### src/rtl/md5_window_scheduler.sv
// Slides a STR_LEN-byte window over one text block, hands each window to a
// single md5 core and records the offset of the first window whose digest matches.
module md5_window_scheduler #(
  parameter int STR_LEN = 19,
  parameter int LEN_W   = 16
) (
  input  logic                 clk,
  input  logic                 reset_n,
  input  logic [127:0]         target_hash,
  input  logic                 start,
  input  logic [LEN_W-1:0]     byte_count,
  input  logic                 byte_valid,
  input  logic [7:0]           byte_data,
  output logic                 byte_ready,
  output logic                 md5_start,
  output logic [STR_LEN*8-1:0] md5_msg,
  input  logic                 md5_busy,
  input  logic                 md5_done,
  input  logic [127:0]         md5_digest,
  output logic                 busy,
  output logic                 done,
  output logic                 match,
  output logic [LEN_W-1:0]     match_offset
);

  // state  | meaning
  // IDLE   | waiting for start
  // FILL   | loading the first STR_LEN bytes (or a whole short block)
  // ISSUE  | window complete, waiting for the core to accept md5_start
  // WAIT   | hash in flight, waiting for md5_done
  // SHIFT  | taking one more byte to advance the window
  // DRAIN  | match found, discarding the rest of the block
  // DONE   | one-cycle done pulse
  typedef enum logic [2:0] {
    S_IDLE, S_FILL, S_ISSUE, S_WAIT, S_SHIFT, S_DRAIN, S_DONE
  } state_t;

  localparam logic [LEN_W-1:0] WIN_LEN = LEN_W'(STR_LEN);

  state_t               state_q, state_d;
  logic [127:0]         tgt_q, tgt_d;
  logic [LEN_W-1:0]     cnt_q, cnt_d;
  logic [LEN_W-1:0]     rx_q, rx_d;
  logic [STR_LEN*8-1:0] win_q, win_d;
  logic                 match_q, match_d;
  logic [LEN_W-1:0]     off_q, off_d;

  logic                 xfer;
  logic [LEN_W-1:0]     rx_inc;
  logic [STR_LEN*8-1:0] win_shifted;

  assign byte_ready  = (state_q == S_FILL) || (state_q == S_SHIFT) || (state_q == S_DRAIN);
  assign xfer        = byte_valid && byte_ready;
  assign rx_inc      = rx_q + LEN_W'(1);
  assign win_shifted = {win_q[STR_LEN*8-9:0], byte_data};

  always_comb begin
    state_d   = state_q;
    tgt_d     = tgt_q;
    cnt_d     = cnt_q;
    rx_d      = rx_q;
    win_d     = win_q;
    match_d   = match_q;
    off_d     = off_q;
    md5_start = 1'b0;
    unique case (state_q)
      S_IDLE: begin
        if (start) begin
          tgt_d   = target_hash;
          cnt_d   = byte_count;
          rx_d    = '0;
          win_d   = '0;
          match_d = 1'b0;
          off_d   = '0;
          state_d = (byte_count == '0) ? S_DONE : S_FILL;
        end
      end
      S_FILL: begin
        if (xfer) begin
          win_d = win_shifted;
          rx_d  = rx_inc;
          // A full window takes priority; a short block ends once all its bytes are in.
          if (rx_inc == WIN_LEN)    state_d = S_ISSUE;
          else if (rx_inc == cnt_q) state_d = S_DONE;
        end
      end
      S_ISSUE: begin
        if (!md5_busy) begin
          md5_start = 1'b1;
          state_d   = S_WAIT;
        end
      end
      S_WAIT: begin
        if (md5_done) begin
          if (md5_digest == tgt_q) begin
            match_d = 1'b1;
            off_d   = rx_q - WIN_LEN;
            state_d = (rx_q == cnt_q) ? S_DONE : S_DRAIN;
          end else begin
            state_d = (rx_q == cnt_q) ? S_DONE : S_SHIFT;
          end
        end
      end
      S_SHIFT: begin
        if (xfer) begin
          win_d   = win_shifted;
          rx_d    = rx_inc;
          state_d = S_ISSUE;
        end
      end
      S_DRAIN: begin
        if (xfer) begin
          rx_d = rx_inc;
          if (rx_inc == cnt_q) state_d = S_DONE;
        end
      end
      S_DONE:  state_d = S_IDLE;
      default: state_d = S_IDLE;
    endcase
  end

  always_ff @(posedge clk or negedge reset_n) begin
    if (!reset_n) begin
      state_q <= S_IDLE;
      tgt_q   <= '0;
      cnt_q   <= '0;
      rx_q    <= '0;
      win_q   <= '0;
      match_q <= 1'b0;
      off_q   <= '0;
    end else begin
      state_q <= state_d;
      tgt_q   <= tgt_d;
      cnt_q   <= cnt_d;
      rx_q    <= rx_d;
      win_q   <= win_d;
      match_q <= match_d;
      off_q   <= off_d;
    end
  end

  assign md5_msg      = win_q;
  assign busy         = (state_q != S_IDLE);
  assign done         = (state_q == S_DONE);
  assign match        = match_q;
  assign match_offset = off_q;

endmodule

### config.mk
export PLATFORM = sky130hd
export DESIGN_NAME = md5_window_scheduler
export DESIGN_NICKNAME = d
export VERILOG_FILES = /design/src/rtl/md5_window_scheduler.sv
export SDC_FILE = /design/constraint.sdc
export NUM_CORES = 1
export LEC_CHECK = 0
export ABC_CLOCK_PERIOD_IN_PS = 2600
export CAP_MARGIN = 25
export CORE_ASPECT_RATIO = 2
export CORE_MARGIN = 1.5
export CORE_UTILIZATION = 48
export DETAILED_ROUTE_END_ITERATION = 10
export PLACE_DENSITY = 0.81
export SKIP_CTS_REPAIR_TIMING = 1
export SLEW_MARGIN = 20
export SYNTH_ARGS = -nofsm -noshare
export SYNTH_HDL_FRONTEND = slang
export SYNTH_SLANG_ARGS = --single-unit
### constraint.sdc
create_clock -name clk -period 2.6 [get_ports clk]
set_input_delay 0.39 -clock clk [delete_from_list [all_inputs] [get_ports clk]]
set_output_delay 0.39 -clock clk [all_outputs]
set_load 0.03 [all_outputs]
# [After elaboration in Yosys (flattened, before gate mapping)]
# Index checks and enable logic that the tools add are counted.
[op_classes] eq_ne=19 n_reduce_logical=16 addsub=2 mux=28
[op_table] operator="$mux 152" n=2
[op_table] operator="$pmux 152 s2" n=1
[op_table] operator="$eq 128x128->1" n=1
[op_table] operator="$mux 16" n=4
[op_table] operator="$pmux 16 s2" n=2
[op_table] operator="$eq 16x16->1" n=2
[op_table] operator="$mux 3" n=9
[op_table] operator="$pmux 3 s6" n=1
[op_table] operator="$add 16x1->16 const B" n=1
[op_table] operator="$eq 16x5->1 const B" n=1
[op_table] operator="$logic_not 16->1" n=1
[op_table] operator="$sub 16x5->16 const B" n=1
[op_table] operator="$ne 2x2->1 const B" n=7
[op_table] operator="$eq 3x3->1 const B" n=3
[op_table] operator="$eq 3x2->1 const B" n=2
[op_table] operator="$mux 2" n=3
[op_table] operator="$reduce_and 3->1" n=2
[op_table] operator="$reduce_and 6->1" n=1
[op_table] operator="$reduce_bool 2->1" n=3
[op_table] operator="$mux 1" n=5
[op_table] operator="$ne 2x1->1 const B" n=2
[op_table] operator="$reduce_and 4->1" n=1
[op_table] operator="$eq 3x1->1 const B" n=1
[op_table] operator="$logic_not 3->1" n=1
[op_table] operator="7 further kinds" n=8
[word_totals] input_bits=286 ff_bits=332 output_inout_bits=173 elab_cells=72

# [Logic depth before layout (Yosys ltp)]
# Gate-level depths: netlist of run 1.
[logic_depth] depth_word=6 mapped_depth=10 depth_no_buf=9

# [Worst setup path after synthesis of run 1]
# Ideal clock, no wire load.
[synth_path] path_type="register to register" startpoint="reg rx_q[1]" endpoint="reg state_q[0]" path_stages_with_launch=10 setup_time_ns=0.131 period_less_slack_ns=2.417 n_path_buf=1 t_required_ns=2.469 setup_slack_ns=0.183 arrival_time_ns=2.286 path_cell_list="dfrtp_1 ha_1 buf_4 nand3_2 nor3_2 mux2i_1 a22oi_1 or4_1 o21ai_0 o21ai_0"
[synth_between] elab_chain_len=6 elab_cells_between_ends=12 classes_between="1 x add/sub; 3 x eq/ne; 8 x mux"
[synth_rtl] element="start, declared" line="43" source="logic [LEN_W-1:0] rx_q, rx_d;"
[synth_rtl] element="start signal, assigned" line="135" source="rx_q <= rx_d;"
[synth_rtl] element="$add 16x1->16" line="54" source="assign rx_inc = rx_q + LEN_W'(1);"
[synth_rtl] element="$eq 16x16->1" line="84, 114"
[synth_rtl] element="$mux 3"
[synth_rtl] element="$mux 3" line="83" source="if (rx_inc == WIN_LEN) state_d = S_ISSUE;"
[synth_rtl] element="$mux 3" line="79" source="if (xfer) begin"
[synth_rtl] element="$pmux 3 s6 *" line="66" source="unique case (state_q)"
[synth_rtl] element="end signal, assigned" line="132" source="state_q <= state_d;"
[synth_rtl] element="end, declared" line="40" source="state_t state_q, state_d;"
# Every way passes the cells marked *; elsewhere a longest branch is shown, timed or not. The select of a mux whose other input is x is not followed.
# A chain may end at the register's enable or synchronous reset.

# [Worst setup path in the final report of run 1]
[layout_path] startpoint="reg rx_q[3]" endpoint="reg state_q[1]"
# The elaborated chain is that of the path after synthesis.

==> metrics.yaml, run 1 <==
status: "complete, no violations"
die_area_um2: 33400
synth-seq-area-share_pct: 53.6
pin_count: 459
async_flop_share_pct: 100
layoutNonFillerInstCount: 2703
syn-num-nets: 2069
cts.sink_count: 332
wl_per_cell_um: 18.8
worstSetupEndpoint: "state_q[1]$_DFFE_PN0P_"
drc_errors: 0
tightestPinTransition_ns: 0.710
synth_xor_area_share_pct: 9.21
fp.dieW_um: 130
dpl.cell_count: 2635
comb_power_share_pct: 35.6
gp_congestion: 0.941
min_path_cells: 3
worstPathMaxFanout: 7
nets: 2535
min_path_type: "primary input to register"
timing.rr.start: "rx_q[3]$_DFFE_PN0P_"
max-clock-path-buffers: 3
die_height_um: 257
timing.rr.end: "state_q[1]$_DFFE_PN0P_"
slew_violations: 0
fmax_ghz: 0.414
hold_viol: 0
cts_tree: "done"
first_global_vias: 14500
synth_flop_cell: "dfrtp_1"
fin_worst_skew_ns: 0.0178
area_delta_synth_final_pct: 42.9
crit_arrival_ns: 2.92
cts_max_level: 1
p_leak_nw: 9.67
yosysWarningCount: 0
drt-pass1-iter-count: 6
setup_viol: 0
antenna_left: 0
r2r_cells: 6
r2r_setup_slack_ns: 0.18
fin_crit_ns: 2.42
crit_path_start_kind: "register"
irDropWorstVdd_mv: 0.916
antenna_found_initial: 9
root_buffer: "clkbuf_16"
sw_frac_of_total_pct: 37.8
core_um2: 31700
cts_buffers: 30
routed_via_density: 5.20
final_core_util_pct: 70.0
end_kind: "register"
post-route-cell-area_um2: 22100
synth-compound-area-share_pct: 9.36
finalSetupTns_ns: 0
synth_area_per_cell_um2: 8.70
ys_types: 56
drt-total-wl_um: 50800
path_clk_slew_ns: 0.07
p_clk_share_pct: 25.0
syn-instance-count: 1781
vias: 14100
synth_top_family_by_area: "simple AND/OR/NAND/NOR gates"
clk_latency_ns: 0.58
rsz0062_at_grt: "no"
drt_iter0_markers: 765
row_count: 92
syn_area_um2: 15500
synthAdderAreaFrac_pct: 0.161
hpwl_um: 38700
io_buffers: 458
criticalPathCategory: "register to register"
overflow: 0
period_share_pct: 93.0
grt_pass1_wl_um: 78900
pwr-share-seq_pct: 39.4
crit_start: "rx_q[3]$_DFFE_PN0P_"
drive_above_1_share_pct: 7.09
start_util_pct: 49.0
power_density_nw_per_um2: 865
synthMuxAreaShare_pct: 0.137
grt_max_degree: 123
slew_headroom_pct: 52.7
maxCapViolCount: 0
p_int_w: 0.0119
track_usage_pct: 30.8
synthSimpleGateAreaFrac_pct: 24.2
ys_ff_latch: 332
synth_edf_count: 0
place_area_um2: 20900
crit_required_ns: 3.10
p_sw_w: 0.00725
-- cell families (layout without fill, tap and decap cells) --
kind of cell | count (synthesis) | after routing
and+or+nand+nor | 902 | 902
DFF | 332 | 332
AOI/OAI and AO/OA | 255 | 255
xor gates and xnor gates | 163 | 163
buffers and inverters | 125 | 615
adders and majority gates | 2 | 2
muxes | 2 | 2
other | 0 | 9
-- through the flow --
step,hold slack (ns),power (W),setup slack [ns]
6_report,0.338,0.0192,0.182
4_1_cts,-0.162,0.0192,-0.164
2_1_floorplan,0.0944,0.0117,0.183
3_3_place_gp,0.450,0.0141,-0.541
5_1_grt,0.336,0.0203,0.0101
3_5_place_dp,0.454,0.0144,-0.589
-- synthesized netlist by cell type (5+ instances only) --
| cell type | instances | area, µm² |
|---|---|---|
| a21oi_1 | 12 | 60.1 |
| and2_1 | 5 | 31.3 |
| buf_2 | 32 | 160 |
| clkbuf_1 | 71 | 267 |
| dfrtp_1 | 332 | 8310 |
| inv_1 | 17 | 63.8 |
| nand2_1 | 749 | 2810 |
| nand3_1 | 13 | 65.1 |
| nand4_1 | 37 | 231 |
| nor2_1 | 30 | 113 |
| nor3_1 | 20 | 100 |
| nor4_1 | 19 | 119 |
| o21ai_0 | 187 | 936 |
| o2bb2ai_1 | 19 | 166 |
| o31ai_1 | 7 | 52.6 |
| or3_1 | 5 | 31.3 |
| xnor2_1 | 147 | 1290 |
| xor2_1 | 16 | 140 |
-- flip-flops by register name, summed over array words and instances, names as in the netlist --
signal,flops
cnt_q,16
match,1
match_offset,16
md5_msg,152
rx_q,16
state_q,3
tgt_q,128
-- worst min path at each step --
stage	from	endpoint	slack (ns)
2_1_floorplan	reset_n	cnt_q[0]$_DFFE_PN0P_	0.09
3_3_place_gp	reset_n	tgt_q[8]$_DFFE_PN0P_	0.45
3_5_place_dp	reset_n	tgt_q[124]$_DFFE_PN0P_	0.45
4_1_cts	reset_n	tgt_q[50]$_DFFE_PN0P_	-0.16
5_1_grt	target_hash[98]	tgt_q[98]$_DFFE_PN0P_	0.34
6_report	target_hash[12]	tgt_q[12]$_DFFE_PN0P_	0.34
-- power groups by stage --
stage | clock [W] | sequential [W] | combinational [W]
2_1_floorplan | 0 | 0.00771 | 0.00403
3_3_place_gp | 0 | 0.00755 | 0.00659
3_5_place_dp | 0 | 0.00759 | 0.00678
4_1_cts | 0.00489 | 0.00752 | 0.00681
5_1_grt | 0.00507 | 0.00767 | 0.00757
6_report | 0.00479 | 0.00754 | 0.00683
-- critical path, stage by stage (launching register included) --
cell and delay, ns:
dfrtp_1 0.49, nand4_2 0.30, or4_1 0.58, o31ai_1 0.30, nand4_1 0.23, nor4_1 0.29, or3_1 0.14
-- layer usage --
layer / GRT usage, % / vias to the layer above / routed length [µm] / part of all wire [%]
met3: 5.01 / 168 / 2820 / 5.5
met2: 54.7 / 536 / 26600 / 52
met1: 33.1 / 6642 / 17500 / 34
met4: 20.0 / 0 / 3840 / 7.6
li1: - / 6717 / - / -
met5: 0 / - / 0 / 0
-- layout make-up --
class	instances	area, µm²
Fill cell	2438	9510
Sequential cell	332	8310
Multi-Input combinational cell	1324	6760
Timing Repair Buffer	542	5380
Clock buffer	40	868
Tap cell	423	529
Clock inverter	16	211
Inverter	17	63.8
Antenna cell	9	22.5
-- placed cells by master, fill, tap and decap left out, drive strengths merged, types with 3 or more instances in the layout --
cell type	Yosys	layout
clkdlybuf4s50	0	453
xor2	16	16
nor3	22	22
diode	0	9
a21oi	12	12
a31oi	5	5
nor2	30	30
and2	5	5
o22ai	4	4
o21ai	187	187
clkbuf	71	40
inv	17	19
nor4	22	22
or3	5	5
xnor2	147	147
dlymetal6s2s	0	4
clkinv	0	8
bufinv	0	4
o2bb2ai	19	19
dfrtp	332	332
o211ai	3	3
nand4	39	39
o31ai	7	7
nand3	14	14
nor2b	4	4
buf	37	84
nand2	749	749
Power figures use the tool's default switching activity.
==> inputs of run 2 (changes only) <==
==> constraint.sdc (replaced) <==
create_clock -name clk -period 2.6 [get_ports clk]
set_input_delay 0.65 -clock clk [delete_from_list [all_inputs] [get_ports clk]]
set_output_delay 0.65 -clock clk [all_outputs]
set_load 0.03 [all_outputs]
==> metrics.yaml, run 2 (synthesis results as in run 1) <==
status: "complete, no violations"
r2r_setup_slack_ns: 0.08  # -0.10 ns
largest_register_ffs: 152  # unchanged
max-clock-path-buffers: 3  # unchanged
nets: 2540  # +0.20%
die_height_um: 257  # unchanged
multiInputGateArea_um2: 6770  # +0.19%
p_clk_share_pct: 23.6  # -1.4 points
clk_latency_ns: 0.58  # about the same
drc_errors: 0  # unchanged
power_density_nw_per_um2: 867  # +0.18%
grt_use_met2_pct: 56.2  # +1.5 points
slew_headroom_pct: 62.2  # +9.5 points
slew_violations: 0  # unchanged
regArea_um2: 8310  # about the same
n_fill_cell: 2444  # +0.25%
layout_common_cells: "nand2_1 (748), clkdlybuf4s50_1 (453), dfrtp_1 (330)"
root_buffer: "clkbuf_16"
min_path_type: "primary input to async pin"
fp.dieW_um: 130  # unchanged
hpwl_um: 39200  # +1.3%
area_delta_synth_final_pct: 42.8  # about the same
finalPower_w: 0.0192  # +0.11%
dpl.cell_count: 2640  # +0.19%
row_count: 92  # unchanged
final_core_util_pct: 69.9  # about the same
antenna_left: 0  # unchanged
worst_path_most_repeated_cell: "nor4_1"
p_leak_nw: 9.66  # about the same
timing.rr.start: "rx_q[1]$_DFFE_PN0P_"
crit_path_start_kind: "register"
cts.sink_count: 332  # unchanged
worstPathCellList: "ha_4 -> nand3_2 -> buf_4 -> nor4_1 -> nor3_1 -> o21bai_1 -> a22oi_1 -> nor4_1 -> or3_1"
r2r_cells: 9  # +3
grt_max_degree: 105  # -15%
post-route-cell-area_um2: 22100  # about the same
cp_slowest_stage_delay_ns: 0.45  # -0.13 ns
fin_worst_skew_ns: 0.0135  # -0.00430 ns
sw_frac_of_total_pct: 38.2  # +0.33 points
fin_crit_ns: 2.52  # +0.103 ns
routed_via_density: 5.23  # +0.56%
criticalPathCategory: "register to register"
io_buffers: 458  # unchanged
drt-pass1-iter-count: 5  # -1
pwr-share-seq_pct: 39.2  # -0.2 points
period_share_pct: 96.9  # +3.9 points
p_sw_w: 0.00732  # +0.99%
antenna_found_initial: 3  # -6
pin_count: 459  # unchanged
layout_commonest_cell: "nand2_1"
grt.busiest_layer: "met2"
cts_buffers: 30  # unchanged
grtUsageMet1_pct: 33.2  # +0.18 points
p_int_w: 0.0119  # -0.43%
irDropWorstVdd_mv: 0.703  # -23%
core_um2: 31700  # unchanged
drive_above_1_share_pct: 7.13  # +0.041 points
setup_viol: 0  # unchanged
cts_tree: "done"
finalSetupTns_ns: 0  # unchanged
start_util_pct: 49.0  # unchanged
drt-total-wl_um: 51600  # +1.6%
cp_slowest_cell: "dfrtp_1"
path_clk_slew_ns: 0.07  # about the same
overflow: 0  # unchanged
hold_viol: 0  # unchanged
gp_congestion: 0.933  # -0.92%
crit_arrival_ns: 2.97  # +0.05 ns
place_area_um2: 21000  # +0.41%
drt_iter0_markers: 856  # +12%
comb_power_share_pct: 37.2  # +1.6 points
wl_per_cell_um: 19.1  # +1.8%
worstPathMaxFanout: 7  # unchanged
layoutNonFillerInstCount: 2698  # -0.18%
path_delay_family: "simple AND/OR/NAND/NOR gates"
use_met3_pct: 5.55  # +0.54 points
vias: 14100  # +0.38%
cts_max_level: 1  # unchanged
grt_pass1_wl_um: 79400  # +0.59%
end_kind: "register"
die_area_um2: 33400  # unchanged
track_usage_pct: 31.3  # +0.41 points
fmax_ghz: 0.397  # -4.1%
first_global_vias: 14300  # -1.6%
timing.rr.end: "state_q[1]$_DFFE_PN0P_"
maxCapViolCount: 0  # unchanged
crit_required_ns: 3.05  # -0.05 ns
path_buf_inv: 1  # +1
tightestPinTransition_ns: 0.568  # -0.142 ns
[run 2: cell count changes in the layout (fill, tap and decap cells not counted), sizes merged]
cell / delta
bufinv: -1
buf: +7
clkbuf: -1
clkinvlp: -1
dlygate4sd3: -1
inv: -1
diode: -6
dlymetal6s2s: -1
[run 2: area by class of cell]
class	instances	area share, %
well taps	423	2.39
repair buffers	547	24.7
diodes	3	0.0339
flip-flops and latches	332	37.5
clock inverters	13	0.729
inverters	17	0.288
clock buffers	39	3.73
multi-input cells	1324	30.6
[run 2: power by group through the flow]
stage / Clock, W / Combinational, W / Sequential, W
6_report: 0.00453 / 0.00713 / 0.00752
5_1_grt: 0.00478 / 0.00782 / 0.00765
4_1_cts: 0.00461 / 0.00708 / 0.00749
3_5_place_dp: 0 / 0.00704 / 0.00756
3_3_place_gp: 0 / 0.00685 / 0.00751
2_1_floorplan: 0 / 0.00403 / 0.00771
[run 2: through the flow]
stage / hold WS [ns] / worst slack [ns]
4_1_cts: 0.0209 / -0.383
3_3_place_gp: 0.462 / -0.559
6_report: 0.0133 / 0.0796
5_1_grt: 0.0411 / -0.0205
2_1_floorplan: 0.354 / 0.183
3_5_place_dp: 0.470 / -0.574
[run 2: worst reg2reg max path: stages, from the launching register on]
cell and delay [ns]:
dfrtp_1 0.45, ha_4 0.23, nand3_2 0.18, buf_4 0.20, nor4_1 0.32, nor3_1 0.08, o21bai_1 0.17, a22oi_1 0.30
nor4_1 0.09, or3_1 0.38
[run 2: layer usage]
metal / wire length [µm] / part of all wire (%) / vias to the layer above
li1: - / - / 6708
met1: 17600 / 34 / 6673
met2: 27400 / 53 / 560
met3: 2970 / 5.8 / 175
met4: 3570 / 6.9 / 0
met5: 0 / 0 / -
[run 2: worst max path at each step]
stage                           start                            to  slack [ns]  cells after the start
2_1_floorplan     rx_q[1]$_DFFE_PN0P_        state_q[0]$_DFFE_PN0P_        0.18                      9
3_3_place_gp           md5_digest[62]  match_offset[14]$_DFFE_PN0P_       -0.56                     11
3_5_place_dp           md5_digest[87]  match_offset[14]$_DFFE_PN0P_       -0.57                     11
4_1_cts        state_q[2]$_DFFE_PN0P_                          busy       -0.38                      3
5_1_grt           rx_q[1]$_DFFE_PN0P_        state_q[1]$_DFFE_PN0P_       -0.02                      9
6_report          rx_q[1]$_DFFE_PN0P_        state_q[1]$_DFFE_PN0P_        0.08                      9
==> inputs of run 3 (changes only) <==
CORE_MARGIN = 2   (was 1.5)
==> metrics.yaml, run 3 (synthesis results as in run 1) <==
status: "complete, no violations"
place_ws_ns: -1.01  # -0.436 ns
min_path_type: "primary input to async pin"
final_core_util_pct: 69.6  # -0.31 points
finalSetupTns_ns: 0  # unchanged
irDropWorstVdd_mv: 0.631  # -10%
maxCapViolCount: 0  # unchanged
gp_congestion: 0.922  # -1.1%
drt_iter0_markers: 1106  # +29%
start_util_pct: 48.4  # -0.53 points
fin_worst_skew_ns: 0.0118  # -0.00171 ns
nets: 2533  # -0.28%
p_leak_nw: 9.73  # +0.77%
grt_pass1_wl_um: 80100  # +0.84%
max-clock-path-buffers: 3  # unchanged
fmax_ghz: 0.386  # -2.7%
row_count: 93  # +1.1%
core_um2: 32000  # +1.1%
cts_max_level: 1  # unchanged
cts.sink_count: 332  # unchanged
worstPathMaxFanout: 17  # +10
pin_count: 459  # unchanged
layout_common_cells: "nand2_1 (748), clkdlybuf4s50_1 (451), dfrtp_1 (328)"
die_height_um: 258  # +0.39%
r2r_setup_slack_ns: 0.12  # +0.04 ns
end_kind: "register"
slew_headroom_pct: 34.5  # -28 points
setup_viol: 0  # unchanged
path_clk_slew_ns: 0.07  # about the same
fin_crit_ns: 2.59  # +0.0703 ns
p_clk_share_pct: 24.8  # +1.2 points
antenna_left: 0  # unchanged
overflow: 0  # unchanged
cp_slowest_stage_delay_ns: 0.65  # +0.20 ns
die_area_um2: 33800  # +1.2%
first_global_vias: 14700  # +2.7%
crit_path_start_kind: "primary input"
cts_tree: "done"
timing.rr.end: "state_q[0]$_DFFE_PN0P_"
drc_errors: 0  # unchanged
drive_above_1_share_pct: 7.54  # +0.41 points
wl_per_cell_um: 19.2  # +0.47%
area_delta_synth_final_pct: 43.7
largest_register_ffs: 152  # unchanged
track_usage_pct: 30.8  # -0.43 points
hpwl_um: 39200  # about the same
power_density_nw_per_um2: 874  # +0.88%
io_buffers: 458  # unchanged
period_share_pct: 99.6  # +2.7 points
cts_buffers: 30  # unchanged
pwr-share-seq_pct: 38.9  # -0.3 points
clk_latency_ns: 0.58  # about the same
setup_ws_ns: 0.00928  # -0.0703 ns
place_area_um2: 21000  # -0.15%
hold_viol: 0  # unchanged
path_buf_inv: 3  # +2
drt-total-wl_um: 51900  # +0.59%
r2r_cells: 9  # unchanged
path_delay_family: "simple AND/OR/NAND/NOR gates"
tightestPinTransition_ns: 0.979  # +0.412 ns
p_sw_w: 0.00743  # +1.5%
comb_power_share_pct: 36.2  # -1.0 points
crit_arrival_ns: 3.09  # +0.12 ns
slew_violations: 0  # unchanged
n_fill_cell: 2489  # +1.8%
timing.rr.start: "rx_q[0]$_DFFE_PN0P_"
layout_commonest_cell: "nand2_1"
post-route-cell-area_um2: 22300  # +0.64%
cp_slowest_cell: "nor4_1"
vias: 14200  # +0.74%
worstPathCellList: "clkdlybuf4s50_1 -> xor2_1 -> nor4_1 -> buf_4 -> nand4_1 -> nor4_4 -> nand2_1 -> buf_12 -> o2bb2ai_1"
routed_via_density: 5.26  # +0.62%
drt-pass1-iter-count: 8  # +3
criticalPathCategory: "primary input to register"
p_int_w: 0.0120  # +1.6%
sw_frac_of_total_pct: 38.1  # about the same
crit_required_ns: 3.09  # +0.04 ns
multiInputGateArea_um2: 6850  # +1.2%
regArea_um2: 8310  # about the same
root_buffer: "clkbuf_16"
fp.dieW_um: 131  # +0.77%
antenna_found_initial: 6  # +3
grt_max_degree: 87  # -17%
[run 3: cell type report]
class	count	area share, %
clock inverter	15	0.949
inverter	17	0.286
antenna	6	0.0674
clock buffer	40	3.90
multi-input combinational	1324	30.8
sequential	332	37.3
tap	427	2.40
timing repair buffer	540	24.3
[run 3: through the flow]
| stage | total power [W] | std cells | hold slack, ns |
|---|---|---|---|
| after global placement | 0.0144 | 2639 | 0.462 |
| final | 0.0195 | 2701 | 0.0733 |
| after CTS | 0.0195 | 2694 | 0.0553 |
| after global routing | 0.0206 | 2701 | 0.111 |
| after floorplan | 0.0117 | 1781 | 0.354 |
| after detailed placement | 0.0146 | 2639 | 0.472 |
[run 3: power groups by stage]
| stage | logic [W] | registers (W) | clock network (W) |
|---|---|---|---|
| 5_1_grt | 0.00778 | 0.00771 | 0.00510 |
| 6_report | 0.00705 | 0.00758 | 0.00484 |
| 2_1_floorplan | 0.00403 | 0.00771 | 0 |
| 3_5_place_dp | 0.00694 | 0.00761 | 0 |
| 4_1_cts | 0.00699 | 0.00754 | 0.00492 |
| 3_3_place_gp | 0.00679 | 0.00756 | 0 |
[run 3: how the worst max path moves through the flow]
stage	from	endpoint	slack [ns]	depth (start not counted)
3_5_place_dp	md5_digest[78]	match_offset[8]$_DFFE_PN0P_	-1.01	9
6_report	md5_digest[10]	match_offset[8]$_DFFE_PN0P_	0.009	9
2_1_floorplan	rx_q[1]$_DFFE_PN0P_	state_q[0]$_DFFE_PN0P_	0.18	9
5_1_grt	md5_digest[10]	match_offset[15]$_DFFE_PN0P_	-0.01	9
4_1_cts	md5_digest[98]	match_offset[8]$_DFFE_PN0P_	-0.40	9
3_3_place_gp	md5_digest[98]	match$_DFFE_PN0P_	-0.93	9
[run 3: metal layers]
layer	share of wire, %	track usage, %
met1	34	33.7
met2	53	54.2
met3	6.2	5.14
met4	7.4	19.4
met5	0	0
[run 3: worst register-to-register path: cells and delay by family (launching register included)]
family	cells	cell delay (ns)
fa+ha+maj	1	0.25
flops	1	0.45
buf+inv	1	0.18
compound gates	4	0.56
simple gates	3	0.92
